$ cat config.mk
export PLATFORM = sky130hd
export DESIGN_NAME = delay_path_arbiter_flat
export DESIGN_NICKNAME = d
export VERILOG_FILES = /design/src/rtl/delay_path_arbiter_pkg.sv /design/src/rtl/delay_path_arbiter_if.sv /design/src/rtl/delay_tag_pipe.sv /design/src/rtl/delay_path_arbiter.sv /design/src/flat_wrapper.sv
export SDC_FILE = /design/constraint.sdc
export NUM_CORES = 1
export LEC_CHECK = 0
export BUFFER_PORTS_ARGS = -buffer_cell sky130_fd_sc_hd__buf_2
export CORE_MARGIN = 5
export CORE_UTILIZATION = 30
export CTS_BUF_LIST = sky130_fd_sc_hd__clkbuf_8
export DETAILED_ROUTE_END_ITERATION = 6
export PLACE_DENSITY_LB_ADDON = 0.2
export SYNTH_ARGS = -nofsm -noshare
export SYNTH_HDL_FRONTEND = slang
export SYNTH_SLANG_ARGS = --single-unit
$ cat constraint.sdc
create_clock -name clk -period 1.5 [get_ports clk]
set_clock_uncertainty 0.1 [all_clocks]
set_input_delay 0.3 -clock clk [delete_from_list [all_inputs] [get_ports clk]]
set_output_delay 0.3 -clock clk [all_outputs]
set_load 0.02 [all_outputs]
$ cat src/rtl/delay_path_arbiter_pkg.sv
// Shared constants and types for the delay path arbiter.
//   DV_WIDTH / DV_DEPTH : default data width and delay-path stage count
//   TAG_A / TAG_B       : owner encoding carried alongside each issued value
//   ptr_e               : round-robin priority pointer encoding
package delay_path_arbiter_pkg;

    localparam int DV_WIDTH = 34;
    localparam int DV_DEPTH = 5;

    localparam logic TAG_A = 1'b0;
    localparam logic TAG_B = 1'b1;

    typedef enum logic {
        PTR_A = 1'b0,
        PTR_B = 1'b1
    } ptr_e;

endpackage

$ cat src/rtl/delay_path_arbiter_if.sv
// Bundle of the arbiter's requester, delay-path and result signals.
//   slave  : the arbiter side (takes requests and path output, drives grants,
//            path input and result status)
//   master : the surrounding logic (requesters, the external delay path and
//            the consumer of the results)
interface delay_path_arbiter_if
    import delay_path_arbiter_pkg::*;
#(
    parameter int WIDTH = DV_WIDTH,
    parameter int DEPTH = DV_DEPTH
);

    localparam int CNT_W = $clog2(DEPTH + 1);

    logic             req_a;
    logic [WIDTH-1:0] din_a;
    logic             gnt_a;
    logic             req_b;
    logic [WIDTH-1:0] din_b;
    logic             gnt_b;
    logic             flush;
    logic [WIDTH-1:0] path_din;
    logic [WIDTH-1:0] path_dout;
    logic             out_valid;
    logic             out_tag;
    logic [WIDTH-1:0] dout;
    logic [CNT_W-1:0] in_flight;
    logic             busy;

    modport slave (
        input  req_a, din_a, req_b, din_b, flush, path_dout,
        output gnt_a, gnt_b, path_din, out_valid, out_tag, dout, in_flight, busy
    );

    modport master (
        output req_a, din_a, req_b, din_b, flush, path_dout,
        input  gnt_a, gnt_b, path_din, out_valid, out_tag, dout, in_flight, busy
    );

endinterface

$ cat src/rtl/delay_tag_pipe.sv
// Valid/tag shift register that runs in lockstep with the external delay path.
// Ports:
//   clk, rst          : clock, asynchronous active-high reset
//   flush             : clears every valid bit at the next edge
//   in_vld, in_tag    : entry for the value issued this cycle
//   out_vld, out_tag  : entry leaving the last stage, aligned with path output
module delay_tag_pipe
    import delay_path_arbiter_pkg::*;
#(
    parameter int DEPTH = DV_DEPTH
) (
    input  logic clk,
    input  logic rst,
    input  logic flush,
    input  logic in_vld,
    input  logic in_tag,
    output logic out_vld,
    output logic out_tag
);

    logic [DEPTH-1:0] vld_p;
    logic [DEPTH-1:0] tag_p;

    // Stage 0 takes the new entry; stage i takes stage i-1. Tags keep moving
    // on flush, only the valid bits are dropped.
    always_ff @(posedge clk or posedge rst) begin
        if (rst) begin
            vld_p <= '0;
            tag_p <= {DEPTH{TAG_A}};
        end else begin
            vld_p[0] <= in_vld & ~flush;
            tag_p[0] <= in_tag;
            for (int i = 1; i < DEPTH; i++) begin
                vld_p[i] <= vld_p[i-1] & ~flush;
                tag_p[i] <= tag_p[i-1];
            end
        end
    end

    // Output stage: last entry
    assign out_vld = vld_p[DEPTH-1];
    assign out_tag = tag_p[DEPTH-1];

endmodule

$ cat src/rtl/delay_path_arbiter.sv
// Two-requester round-robin arbiter feeding a shared fixed-latency delay path.
// Tracks the owner and validity of every issued value so the path output can be
// labelled when it emerges DEPTH cycles later.
// Ports:
//   clk, rst  : clock, asynchronous active-high reset
//   bus       : delay_path_arbiter_if.slave
//               req_a/din_a/gnt_a, req_b/din_b/gnt_b : requesters
//               flush                               : discard in-flight values
//               path_din / path_dout                : external delay path
//               out_valid/out_tag/dout              : labelled path output
//               in_flight/busy                      : outstanding-value count
module delay_path_arbiter
    import delay_path_arbiter_pkg::*;
#(
    parameter int WIDTH = DV_WIDTH,
    parameter int DEPTH = DV_DEPTH
) (
    input  logic                 clk,
    input  logic                 rst,
    delay_path_arbiter_if.slave  bus
);

    localparam int CNT_W = $clog2(DEPTH + 1);

    ptr_e             ptr_q;
    ptr_e             ptr_d;
    logic             gnt_a;
    logic             gnt_b;
    logic             grant;
    logic             pipe_vld;
    logic             pipe_tag;
    logic [CNT_W-1:0] cnt_q;

    // Priority pointer register
    always_ff @(posedge clk or posedge rst) begin
        if (rst) begin
            ptr_q <= PTR_A;
        end else begin
            ptr_q <= ptr_d;
        end
    end

    // Pointer moves to whichever requester lost; holds when nothing is granted
    always_comb begin
        ptr_d = ptr_q;
        if (gnt_a) begin
            ptr_d = PTR_B;
        end else if (gnt_b) begin
            ptr_d = PTR_A;
        end
    end

    // Grants are purely combinational and deliberately not gated by reset
    always_comb begin
        gnt_a = 1'b0;
        gnt_b = 1'b0;
        if (!bus.flush) begin
            if (bus.req_a && (!bus.req_b || ptr_q == PTR_A)) begin
                gnt_a = 1'b1;
            end else if (bus.req_b) begin
                gnt_b = 1'b1;
            end
        end
    end

    assign grant = gnt_a | gnt_b;

    assign bus.gnt_a    = gnt_a;
    assign bus.gnt_b    = gnt_b;
    assign bus.path_din = gnt_a ? bus.din_a :
                          gnt_b ? bus.din_b : {WIDTH{1'b0}};

    delay_tag_pipe #(
        .DEPTH (DEPTH)
    ) u_tag_pipe (
        .clk     (clk),
        .rst     (rst),
        .flush   (bus.flush),
        .in_vld  (grant),
        .in_tag  (gnt_b ? TAG_B : TAG_A),
        .out_vld (pipe_vld),
        .out_tag (pipe_tag)
    );

    // Issue and retire in the same cycle cancel out
    always_ff @(posedge clk or posedge rst) begin
        if (rst) begin
            cnt_q <= '0;
        end else if (bus.flush) begin
            cnt_q <= '0;
        end else if (grant && !pipe_vld) begin
            cnt_q <= cnt_q + CNT_W'(1);
        end else if (!grant && pipe_vld) begin
            cnt_q <= cnt_q - CNT_W'(1);
        end
    end

    assign bus.out_valid = pipe_vld;
    assign bus.out_tag   = pipe_tag;
    assign bus.dout      = bus.path_dout;
    assign bus.in_flight = cnt_q;
    assign bus.busy      = (cnt_q != '0);

endmodule

$ cat src/flat_wrapper.sv
// flat-port wrapper written by rule: the top's interface ports become plain ports
module delay_path_arbiter_flat import delay_path_arbiter_pkg::*;
#(
    parameter int WIDTH = DV_WIDTH,
    parameter int DEPTH = DV_DEPTH
)
  (clk, rst, bus_req_a, bus_din_a, bus_req_b, bus_din_b, bus_flush, bus_path_dout, bus_gnt_a, bus_gnt_b, bus_path_din, bus_out_valid, bus_out_tag, bus_dout, bus_in_flight, bus_busy);
  delay_path_arbiter_if #(.WIDTH(WIDTH), .DEPTH(DEPTH)) bus_i ();
  input  logic clk;
  input  logic rst;
  input wire logic [$bits(bus_i.req_a)-1:0] bus_req_a;
  input wire logic [$bits(bus_i.din_a)-1:0] bus_din_a;
  input wire logic [$bits(bus_i.req_b)-1:0] bus_req_b;
  input wire logic [$bits(bus_i.din_b)-1:0] bus_din_b;
  input wire logic [$bits(bus_i.flush)-1:0] bus_flush;
  input wire logic [$bits(bus_i.path_dout)-1:0] bus_path_dout;
  output wire logic [$bits(bus_i.gnt_a)-1:0] bus_gnt_a;
  output wire logic [$bits(bus_i.gnt_b)-1:0] bus_gnt_b;
  output wire logic [$bits(bus_i.path_din)-1:0] bus_path_din;
  output wire logic [$bits(bus_i.out_valid)-1:0] bus_out_valid;
  output wire logic [$bits(bus_i.out_tag)-1:0] bus_out_tag;
  output wire logic [$bits(bus_i.dout)-1:0] bus_dout;
  output wire logic [$bits(bus_i.in_flight)-1:0] bus_in_flight;
  output wire logic [$bits(bus_i.busy)-1:0] bus_busy;
  assign bus_i.req_a = bus_req_a;
  assign bus_i.din_a = bus_din_a;
  assign bus_i.req_b = bus_req_b;
  assign bus_i.din_b = bus_din_b;
  assign bus_i.flush = bus_flush;
  assign bus_i.path_dout = bus_path_dout;
  assign bus_gnt_a = bus_i.gnt_a;
  assign bus_gnt_b = bus_i.gnt_b;
  assign bus_path_din = bus_i.path_din;
  assign bus_out_valid = bus_i.out_valid;
  assign bus_out_tag = bus_i.out_tag;
  assign bus_dout = bus_i.dout;
  assign bus_in_flight = bus_i.in_flight;
  assign bus_busy = bus_i.busy;
  delay_path_arbiter #(.WIDTH(WIDTH), .DEPTH(DEPTH)) u_core (.clk(clk), .rst(rst), .bus(bus_i));
endmodule
==> metrics.md <==
| Metric | Value |
|---|---|
| Status | complete, but fails checks |
| Failing checks | negative hold slack, negative setup slack |
| Seq cells post-synth | 14 |
| Cells after DPL | 303 |
| Cells after synthesis | 165 |
| Post-Syn Area | about 1400 µm² |
| Cell Area, Placed | 1910 µm² |
| Antenna Cells | 0 |
| Drt drc | 0 |
| First-pass GRT wire length | 7.87 mm |
| Fin Setup TNS | -15.18 ns |
| Largest net degree at the start of global routing | 28 |
| Min-Delay Path Class | primary input to async pin |
| Worst r2r src | u_core.bus.in_flight[0]$_DFFE_PP0P_ |
| Num ports | 183 |
| Post-Route WL | approximately 5.5 mm |
| Worst-Margin Slew | around 0.55 ns |
| Via count | roughly 1600 |
| Initial antenna violation count | 0 |
| M1 WL | 2.15 mm |
| WL/cell | ~17 µm |
| Synthesized area per cell | 8.58 µm² |
| Total CTS buffers | 3 |
| Initial Util | a little under a third |
| Synth Net Count | approximately 270 |
| Critical R2R Capture | u_core.bus.in_flight[2]$_DFFE_PP0P_ |
| Reg clk slew, reported paths | around 0.060 ns |
| Post-DP HPWL | ~3.7 mm |
| Die height | slightly below 80 µm |
| Flop-to-flop setup slack | -0.13 ns |
| Endpoints failing setup | 38 |
| CTS tree | done |
| RSZ-0062 raised after global routing | true |
| Vias in the first global route | 1613 |
| VDD IR max | roughly 0.47 mV |
| Hold slack | -0.00546 ns |
| Routed met3 length | between 600 and 700 µm |
| Power Density | 746 nW/µm² |
| Final Hold Fails | 11 |
| Total gr overflow | 0 |
| CP required | 1.10 ns |
| Clk sinks | 14 |
| Max Fclk | about 0.5 GHz |
| Total track usage | 15.6% |
| Layout Cells excl Fill | 314 |
| Util after Layout | roughly 51% |
| Critical setup path kind | register to output pin |
| Port bufs | about 110 |
| Sequential area share after synthesis | about a quarter |
| Final Cycle Share | 130% |
| Max H-tree Level | 1 |
| Fillers | between 400 and 500 |
| Slew HR | a little over three fifths |
| Slew Viols, Final | 0 |
| Yosys warns | 0 |
| Post-route design area | between 2000 and 2500 µm² |
| Pre-CTS setup slack | -0.297 ns |
| Met2 wire length | roughly 2.6 mm |
| Yosys cell types | 25 |
| GP Congestion | ~0.74 |
| Leakage | 1.14 nW |
| Remaining antenna violation count after routing | 0 |
| Row cnt | 25 |
| Crit Path Max Fanout | 7 |
| Clock root cell | clkbuf_8 |
| Startpoint Class | register |
| R2R depth | 5 |
| Area Overhead vs Synth | 67.8% |
| Drt first pass iters | 4 |
| Die width | a little under 80 µm |
| Clock tree buffer depth | 2 |
| DR iter-0 viols | just under 90 |
| Nets@finish | 369 |
| Core Region | about 4700 µm² |
| Max-Cap Viols | 0 |
| Die area | 6190 µm² |
| Data arrival time of the critical path | 1.55 ns |
| Top Metal Used | met4 |
| Vias per cell | ~5 |
| Fin crit period | just under 2 ns |
| Layout cells sized above 1 | about three quarters |
| Final setup margin | -0.447 ns |
| Clock Latency Late Sink | between 0.2 and 0.25 ns |
| Power Total | between 1.5 and 2 mW |
| CP endpoint kind | output pin |
==> cells in the final DEF, fill, tap and decap left out, drive strengths merged <==
master  instances
nand2           1
dfrtp          14
buf           139
or3             1
xnor2           1
inv             4
fa              1
nand2b          1
a32oi          34
a21boi          1
nor2b           5
mux2            3
mux2i           1
nor3            1
and2            2
a21oi           1
clkbuf          6
nor2           43
a31oi           1
==> final cells by class <==
class / instances / area [µm²] / share of cell area, %
repair buffers: 141 / 1090 / 46.0
multi-input cells: 97 / 790 / 33.2
inverters: 4 / 15.0 / 0.632
clock buffers: 4 / 55.1 / 2.32
well taps: 54 / 67.6 / 2.85
flip-flops and latches: 14 / 354 / 14.9
==> repair_timing <==
item | 4_1_cts | 5_1_grt
endpoints found under the hold margin | 0 | 0
resized for setup | 73 | 14
pin swaps | 3 | 8
endpoints found under the setup margin | 39 | 39
setup buffers | 2 | 1
hold buffers | 0 | 0
cloned | 1 | 3
==> report_power, final <==
| part | internal, mW | leakage, nW | switching, mW | total (mW) |
|---|---|---|---|---|
| logic | 0.496 | 0.930 | 0.478 | 0.975 |
| clock network | 0.232 | 0.0288 | 0.132 | 0.364 |
| registers | 0.413 | 0.178 | 0.0202 | 0.433 |
| total | 1.14 | 1.14 | 0.630 | 1.77 |
==> synthesized netlist by cell type, drive strengths merged <==
cell     n  share of area [%]
nand2    1               0.26
and2     2               0.88
a21oi    1               0.35
xnor2    1               0.62
nand2b   1               0.44
a32oi   34                 21
inv      4                1.1
a21boi   1                1.3
fa       1                1.4
nor3     1               0.35
or3      1               0.44
bufbuf   3                4.0
mux2i    1               0.71
nor2b    5                2.2
buf     44                 25
mux2     3                2.4
nor2    43                 12
a31oi    1               0.44
clkbuf   3               0.80
dfrtp   14                 25
==> critical path, stage by stage, from the launching register on <==
cell and delay (ns):
dfrtp_1 0.40, buf_6 0.13, a21boi_4 0.16, buf_12 0.14
buf_12 0.13, a32oi_2 0.06, nor2_1 0.13, buf_4 0.15
==> flip-flops by register name (all words and copies together), names as in the netlist <==
register	flops
u_core.u_tag_pipe.tag_p	5
u_core.u_tag_pipe.vld_p	5
u_core.bus.in_flight	3
u_core.ptr_q	1
==> kinds of logic (layout without fill, tap and decap cells) <==
group	after synthesis	count (layout)	synth area share (%)
simple gates	54	54	16.5
buf+inv	54	149	30.4
compound gates	37	37	23.2
flops	14	14	24.8
mux	4	4	3.09
fa+ha+maj	1	1	1.41
xor+xnor	1	1	0.619
==> per-layer routing <==
layer / global-route usage (%) / vias up
li1: - / 750
met3: 6.54 / 12
met4: 3.32 / 0
met5: 0 / -
met1: 18.3 / 719
met2: 26.3 / 96
==> worst max-delay path by stage <==
stage                                          endpoint                                 from  slack (ns)
global placement    u_core.bus.in_flight[2]$_DFFE_PP0P_                            bus_req_b       -0.26
detailed placement  u_core.bus.in_flight[2]$_DFFE_PP0P_                            bus_req_b       -0.30
finish                                 bus_path_din[33]             u_core.ptr_q$_DFFE_PP0P_       -0.45
global route                           bus_path_din[33]             u_core.ptr_q$_DFFE_PP0P_       -0.53
floorplan           u_core.bus.in_flight[2]$_DFFE_PP0P_  u_core.bus.in_flight[1]$_DFFE_PP0P_       -0.16
CTS                                    bus_path_din[22]             u_core.ptr_q$_DFFE_PP0P_       -0.40
(Power assumes the default switching activity.)
